File: src/rtl/esi_byte_stream_deserializer.sv
// Reassembles a little-endian framed byte stream into packed ESI messages.
// Frame-length errors are flagged with one-cycle pulses and counted in DropCount.
module esi_byte_stream_deserializer #(
   parameter int MSG_SIZE_BITS = 32
) (
   input  logic                     clk,
   input  logic                     rst,
   input  logic                     ByteInValid,
   output logic                     ByteInReady,
   input  logic [7:0]               ByteIn,
   input  logic                     ByteInLast,
   output logic                     MsgOutValid,
   input  logic                     MsgOutReady,
   output logic [MSG_SIZE_BITS-1:0] MsgOut,
   output logic                     ErrShort,
   output logic                     ErrLong,
   output logic [15:0]              DropCount
);

   localparam int MSG_SIZE_BYTES     = (MSG_SIZE_BITS + 7) / 8;
   localparam int MSG_SIZE_BITS_DIFF = MSG_SIZE_BITS % 8;
   localparam int IDX_W              = (MSG_SIZE_BYTES > 1) ? $clog2(MSG_SIZE_BYTES) : 1;
   localparam logic [IDX_W-1:0] LAST_IDX = IDX_W'(MSG_SIZE_BYTES - 1);

   typedef enum logic [1:0] {
      COLLECT,
      HOLD,
      DRAIN
   } stateType;

   stateType         state;
   stateType         stateNext;
   logic [IDX_W-1:0] idx;
   logic [IDX_W-1:0] idxNext;
   logic             bufWrite;
   logic             errShortNext;
   logic             errLongNext;
   logic             dropInc;
   logic             byteFire;
   logic             msgFire;

   // Handshakes and frame bookkeeping. HOLD behaves like COLLECT at idx 0 once
   // the held message leaves, so one branch serves both states.
   always_comb begin
      stateNext    = state;
      idxNext      = idx;
      bufWrite     = 1'b0;
      errShortNext = 1'b0;
      errLongNext  = 1'b0;
      dropInc      = 1'b0;
      MsgOutValid  = (state == HOLD);
      ByteInReady  = (state == HOLD) ? MsgOutReady : 1'b1;
      byteFire     = ByteInValid && ByteInReady;
      msgFire      = MsgOutValid && MsgOutReady;
      case (state)
         DRAIN: begin
            if (byteFire && ByteInLast) begin
               stateNext = COLLECT;
               idxNext   = '0;
            end
         end
         default: begin
            if (msgFire) begin
               stateNext = COLLECT;
            end
            if (byteFire) begin
               bufWrite = 1'b1;
               if (idx == LAST_IDX) begin
                  idxNext = '0;
                  if (!ByteInLast) begin
                     errLongNext = 1'b1;
                     dropInc     = 1'b1;
                     stateNext   = DRAIN;
                  end else begin
                     stateNext = HOLD;
                  end
               end else if (ByteInLast) begin
                  errShortNext = 1'b1;
                  dropInc      = 1'b1;
                  idxNext      = '0;
                  stateNext    = COLLECT;
               end else begin
                  idxNext = idx + IDX_W'(1);
               end
            end
         end
      endcase
   end

   // Control state, error pulses and the saturating drop counter.
   always_ff @(posedge clk) begin
      if (rst) begin
         state     <= COLLECT;
         idx       <= '0;
         ErrShort  <= 1'b0;
         ErrLong   <= 1'b0;
         DropCount <= 16'd0;
      end else begin
         state    <= stateNext;
         idx      <= idxNext;
         ErrShort <= errShortNext;
         ErrLong  <= errLongNext;
         if (dropInc && (DropCount != 16'hFFFF)) begin
            DropCount <= DropCount + 16'd1;
         end
      end
   end

   // One register per message byte; a partial top byte keeps only its low bits.
   for (genvar k = 0; k < MSG_SIZE_BYTES; k++) begin : gByte
      if ((k == MSG_SIZE_BYTES - 1) && (MSG_SIZE_BITS_DIFF != 0)) begin : gPartial
         logic [MSG_SIZE_BITS_DIFF-1:0] byteReg;
         always_ff @(posedge clk) begin
            if (rst) begin
               byteReg <= '0;
            end else if (bufWrite && (idx == IDX_W'(k))) begin
               byteReg <= ByteIn[MSG_SIZE_BITS_DIFF-1:0];
            end
         end
         assign MsgOut[k*8 +: MSG_SIZE_BITS_DIFF] = byteReg;
      end else begin : gFull
         logic [7:0] byteReg;
         always_ff @(posedge clk) begin
            if (rst) begin
               byteReg <= '0;
            end else if (bufWrite && (idx == IDX_W'(k))) begin
               byteReg <= ByteIn;
            end
         end
         assign MsgOut[k*8 +: 8] = byteReg;
      end
   end

endmodule

File: config.mk
export PLATFORM = sky130hd
export DESIGN_NAME = esi_byte_stream_deserializer
export DESIGN_NICKNAME = d
export VERILOG_FILES = /design/src/rtl/esi_byte_stream_deserializer.sv
export SDC_FILE = /design/constraint.sdc
export NUM_CORES = 1
export LEC_CHECK = 0
export ABC_AREA = 1
export BUFFER_PORTS_ARGS = -buffer_cell sky130_fd_sc_hd__buf_2
export CORE_ASPECT_RATIO = 0.6
export CORE_MARGIN = 8
export CORE_UTILIZATION = 47
export CTS_CLUSTER_SIZE = 12
export DETAILED_ROUTE_END_ITERATION = 10
export PLACE_DENSITY_LB_ADDON = 0.05
export SYNTH_ARGS = -nofsm -noshare
export SYNTH_HDL_FRONTEND = slang
export SYNTH_SLANG_ARGS = --single-unit
File: constraint.sdc
create_clock -name clk -period 1.7 [get_ports clk]
set_clock_uncertainty 0.2 [all_clocks]
set_input_delay 0.085 -clock clk [delete_from_list [all_inputs] [get_ports clk]]
set_output_delay 0.085 -clock clk [all_outputs]
set_load 0.01 [all_outputs]
==> qor.yml <==
global_routing:
  grt_pass1_vias: 2424
  grt_pass1_wl_mm: 12.28
  grt_overflow_total: 0
  grt_max_degree: 40
  antenna_found_initial: 0
  grt_usage_pct: 19.47
synth:
  synth_top_area_share_pct: 43.37
  yosysTopAreaCell: "dfxtp_1"
  ys_top_cells_by_area: "dfxtp_1, nand2_1, a21oi_1"
  synth_flop_cell: "dfxtp_1"
  postSynthCellCount: 350
  ys_ff_latch: 54
  yosysWarnings: 0
  syn_avg_cell_area_um2: 7.121
  syn-cell-area_um2: 2492
  syn-num-nets: 368
  async_reset_ff_share_pct: 0
  synth-edff-count: 0
  synth.yosys.seq_area_share_pct: 43.37
  ys_types: 29
floorplan:
  io_pins: 65
  rows: 20
  die_w_um: 110.0
  die_y_um: 72.41
  start_util_pct: 49.06
  dieArea_um2: 7965
  core_region_area_um2: 5080
critical_path:
  reg2reg_setup_slack_ns: 0.05
  arrival_ns: 1.69
  critPathMaxStageDelay_ns: 0.35
  path_class: "flip-flop to flip-flop"
  r2r_start: "idx[1]"
  endpoint_kind: "flip-flop"
  cp-startpoint: "idx[1]"
  crit_fanout: 4
  crit_end: "DropCount[4]"
  rr_endpoint: "DropCount[4]"
  slowest_stage: "dfxtp_2"
  worstPathRequired_ns: 1.74
  critPathLaunchType: "flip-flop"
  crit_chain: "ha_4 -> nand2_2 -> nand2_2 -> nor3_4 -> buf_6 -> clkbuf_16 -> nand3_1 -> a21oi_1"
  crit_top_cell: "nand2_2"
  worstRegToRegCells: 8
finish:
  final_common_cell: "nand2_1"
  drive_gt1_share_pct: 31.87
  utilization_pct: 68.13
  final_cell_mix: "nand2_1, buf_2, a21oi_1"
  stdcell_count: 521
  antennaDiodeCount: 0
  syn2layout_area_growth_pct: 38.86
  final_area_um2: 3461
  layout.nets: 472
clock_network:
  clk_pin_slew_ns: 0.10
  clk_latency_ns: 0.31
  clockRootBuffer: "clkbuf_8"
  htreeDepth: 2
  cts_buffer_depth: 2
  cts.sinks: 54
  cts_tree: "done"
  cts_buffers: 5
place:
  place_ws_ns: -0.02582
  dp_hpwl_mm: 5.623
  gp_congestion: 0.8765
  placed_cells: 494
  placed_area_um2: 3058
  port_buffers: 64
worst_hold_path:
  hold_class: "primary input to flip-flop"
drt:
  firstDrtPassIters: 4
  num_vias: 2763
  antenna_left: 0
  avgViaCountPerCell: 5.303
  totalWireLength_mm: 8.182
  drt-initial-drc-count: 224
  wl_per_cell_um: 15.70
  drc: 0
pwr:
  power.leakage_nw: 1.454
  p_per_area_nw_per_um2: 719.0
  irDropWorstVdd_uv: 472.2
  p_total_mw: 2.488
timing:
  fin_ws_ns: 0.05052
  setup_viol_count_final: 0
  timing.final.crit_share_pct: 97.03
  whs_ns: 0.08657
  worst_pin_slew_ns: 0.3807
  slew_headroom_pct: 74.62
  period_minus_slack_ns: 1.649
  setup_tns_ns: 0
  drv_slew: 0
  max_freq_ghz: 0.6063
  hold_viol: 0
job:
  drv_cap: 0
outcome:
  outcome: "finished clean"
==> area by class of cell <==
| cell class | count | area, µm² |
|---|---|---|
| fillers | 454 | 1619 |
| flip-flops and latches | 54 | 1091 |
| inverters | 20 | 75.07 |
| clock inverters | 2 | 37.54 |
| clock buffers | 6 | 72.57 |
| multi-input cells | 263 | 1350 |
| repair buffers | 110 | 752.0 |
| well taps | 66 | 82.58 |
==> per-layer routing <==
metal  GRT usage (%)  vias up  wire [µm]  share of wire, %
li1                -     1355          -                 -
met1           28.99     1281       3963                48
met2           26.01      121       3408                42
met3           5.659        6        760               9.3
met4           5.060        0         50              0.61
met5               0        -          0                 0
==> report_power, final <==
part           total (mW)  internal [mW]  switching [mW]
combinational       0.297          0.126           0.171
sequential           1.31           1.29          0.0173
clock               0.881          0.440           0.441
total                2.49           1.86           0.630
==> worst max-delay path, delay by kind of cell (launching register included) <==
| kind | cells | cell delay (ns) |
|---|---|---|
| AO/OA/AOI/OAI | 1 | 0.13 |
| adder cells (fa/ha/maj) | 1 | 0.18 |
| buffers and inverters | 2 | 0.31 |
| flip-flops | 1 | 0.35 |
| AND/OR/NAND/NOR | 4 | 0.40 |
==> registers in the layout, indices dropped and copies added (netlist names) <==
name	cells
gByte.gFull.byteReg	32
ErrShort	1
idx	2
ErrLong	1
DropCount	16
state	2
==> synth_stat cells (2+ instances only) <==
cell type and instances:
a21oi_1 48, nand2_1 106, nand2_2 2, nand4_1 4, dfxtp_1 54, o21ai_0 5
clkbuf_1 9, inv_1 16, nand3_1 45, nor2_2 2, nand3b_1 3, ha_1 5
buf_2 2, inv_2 4, xor2_1 2, buf_6 2, nor2_1 27, nand3_2 2
nand2_4 2
==> worst min path at each step <==
stage	from	to	slack, ns	cells past startpoint
3_3_place_gp	ByteInLast	ErrLong	0.12	2
4_1_cts	MsgOutReady	ErrShort	0.07	5
3_5_place_dp	ByteInLast	ErrLong	0.13	2
6_report	MsgOutReady	ErrLong	0.09	5
5_1_grt	MsgOutReady	ErrShort	0.11	5
2_1_floorplan	ByteInLast	ErrLong	-0.04	1
==> logic make-up (layout without fill, tap and decap cells) <==
kind of cell,count (synthesis),count (layout),share of synthesized area (%)
adder cells (fa/ha/maj),5,5,2.510
buffers and inverters,34,138,5.974
XOR/XNOR,3,3,1.054
flip-flops,54,54,43.37
AND/OR/NAND/NOR,198,199,35.54
AO/OA/AOI/OAI,56,56,11.55
==> what timing repair did <==
item / CTS / global route
endpoints found under the setup margin: 9 / 48
cloned: 1 / 2
setup buffers: 1 / 4
hold buffers: 11 / 0
gates resized for setup: 4 / 25
endpoints found under the hold margin: 40 / 0
pin swaps: 2 / 7
No activity file was read; power rests on OpenSTA's default activity.
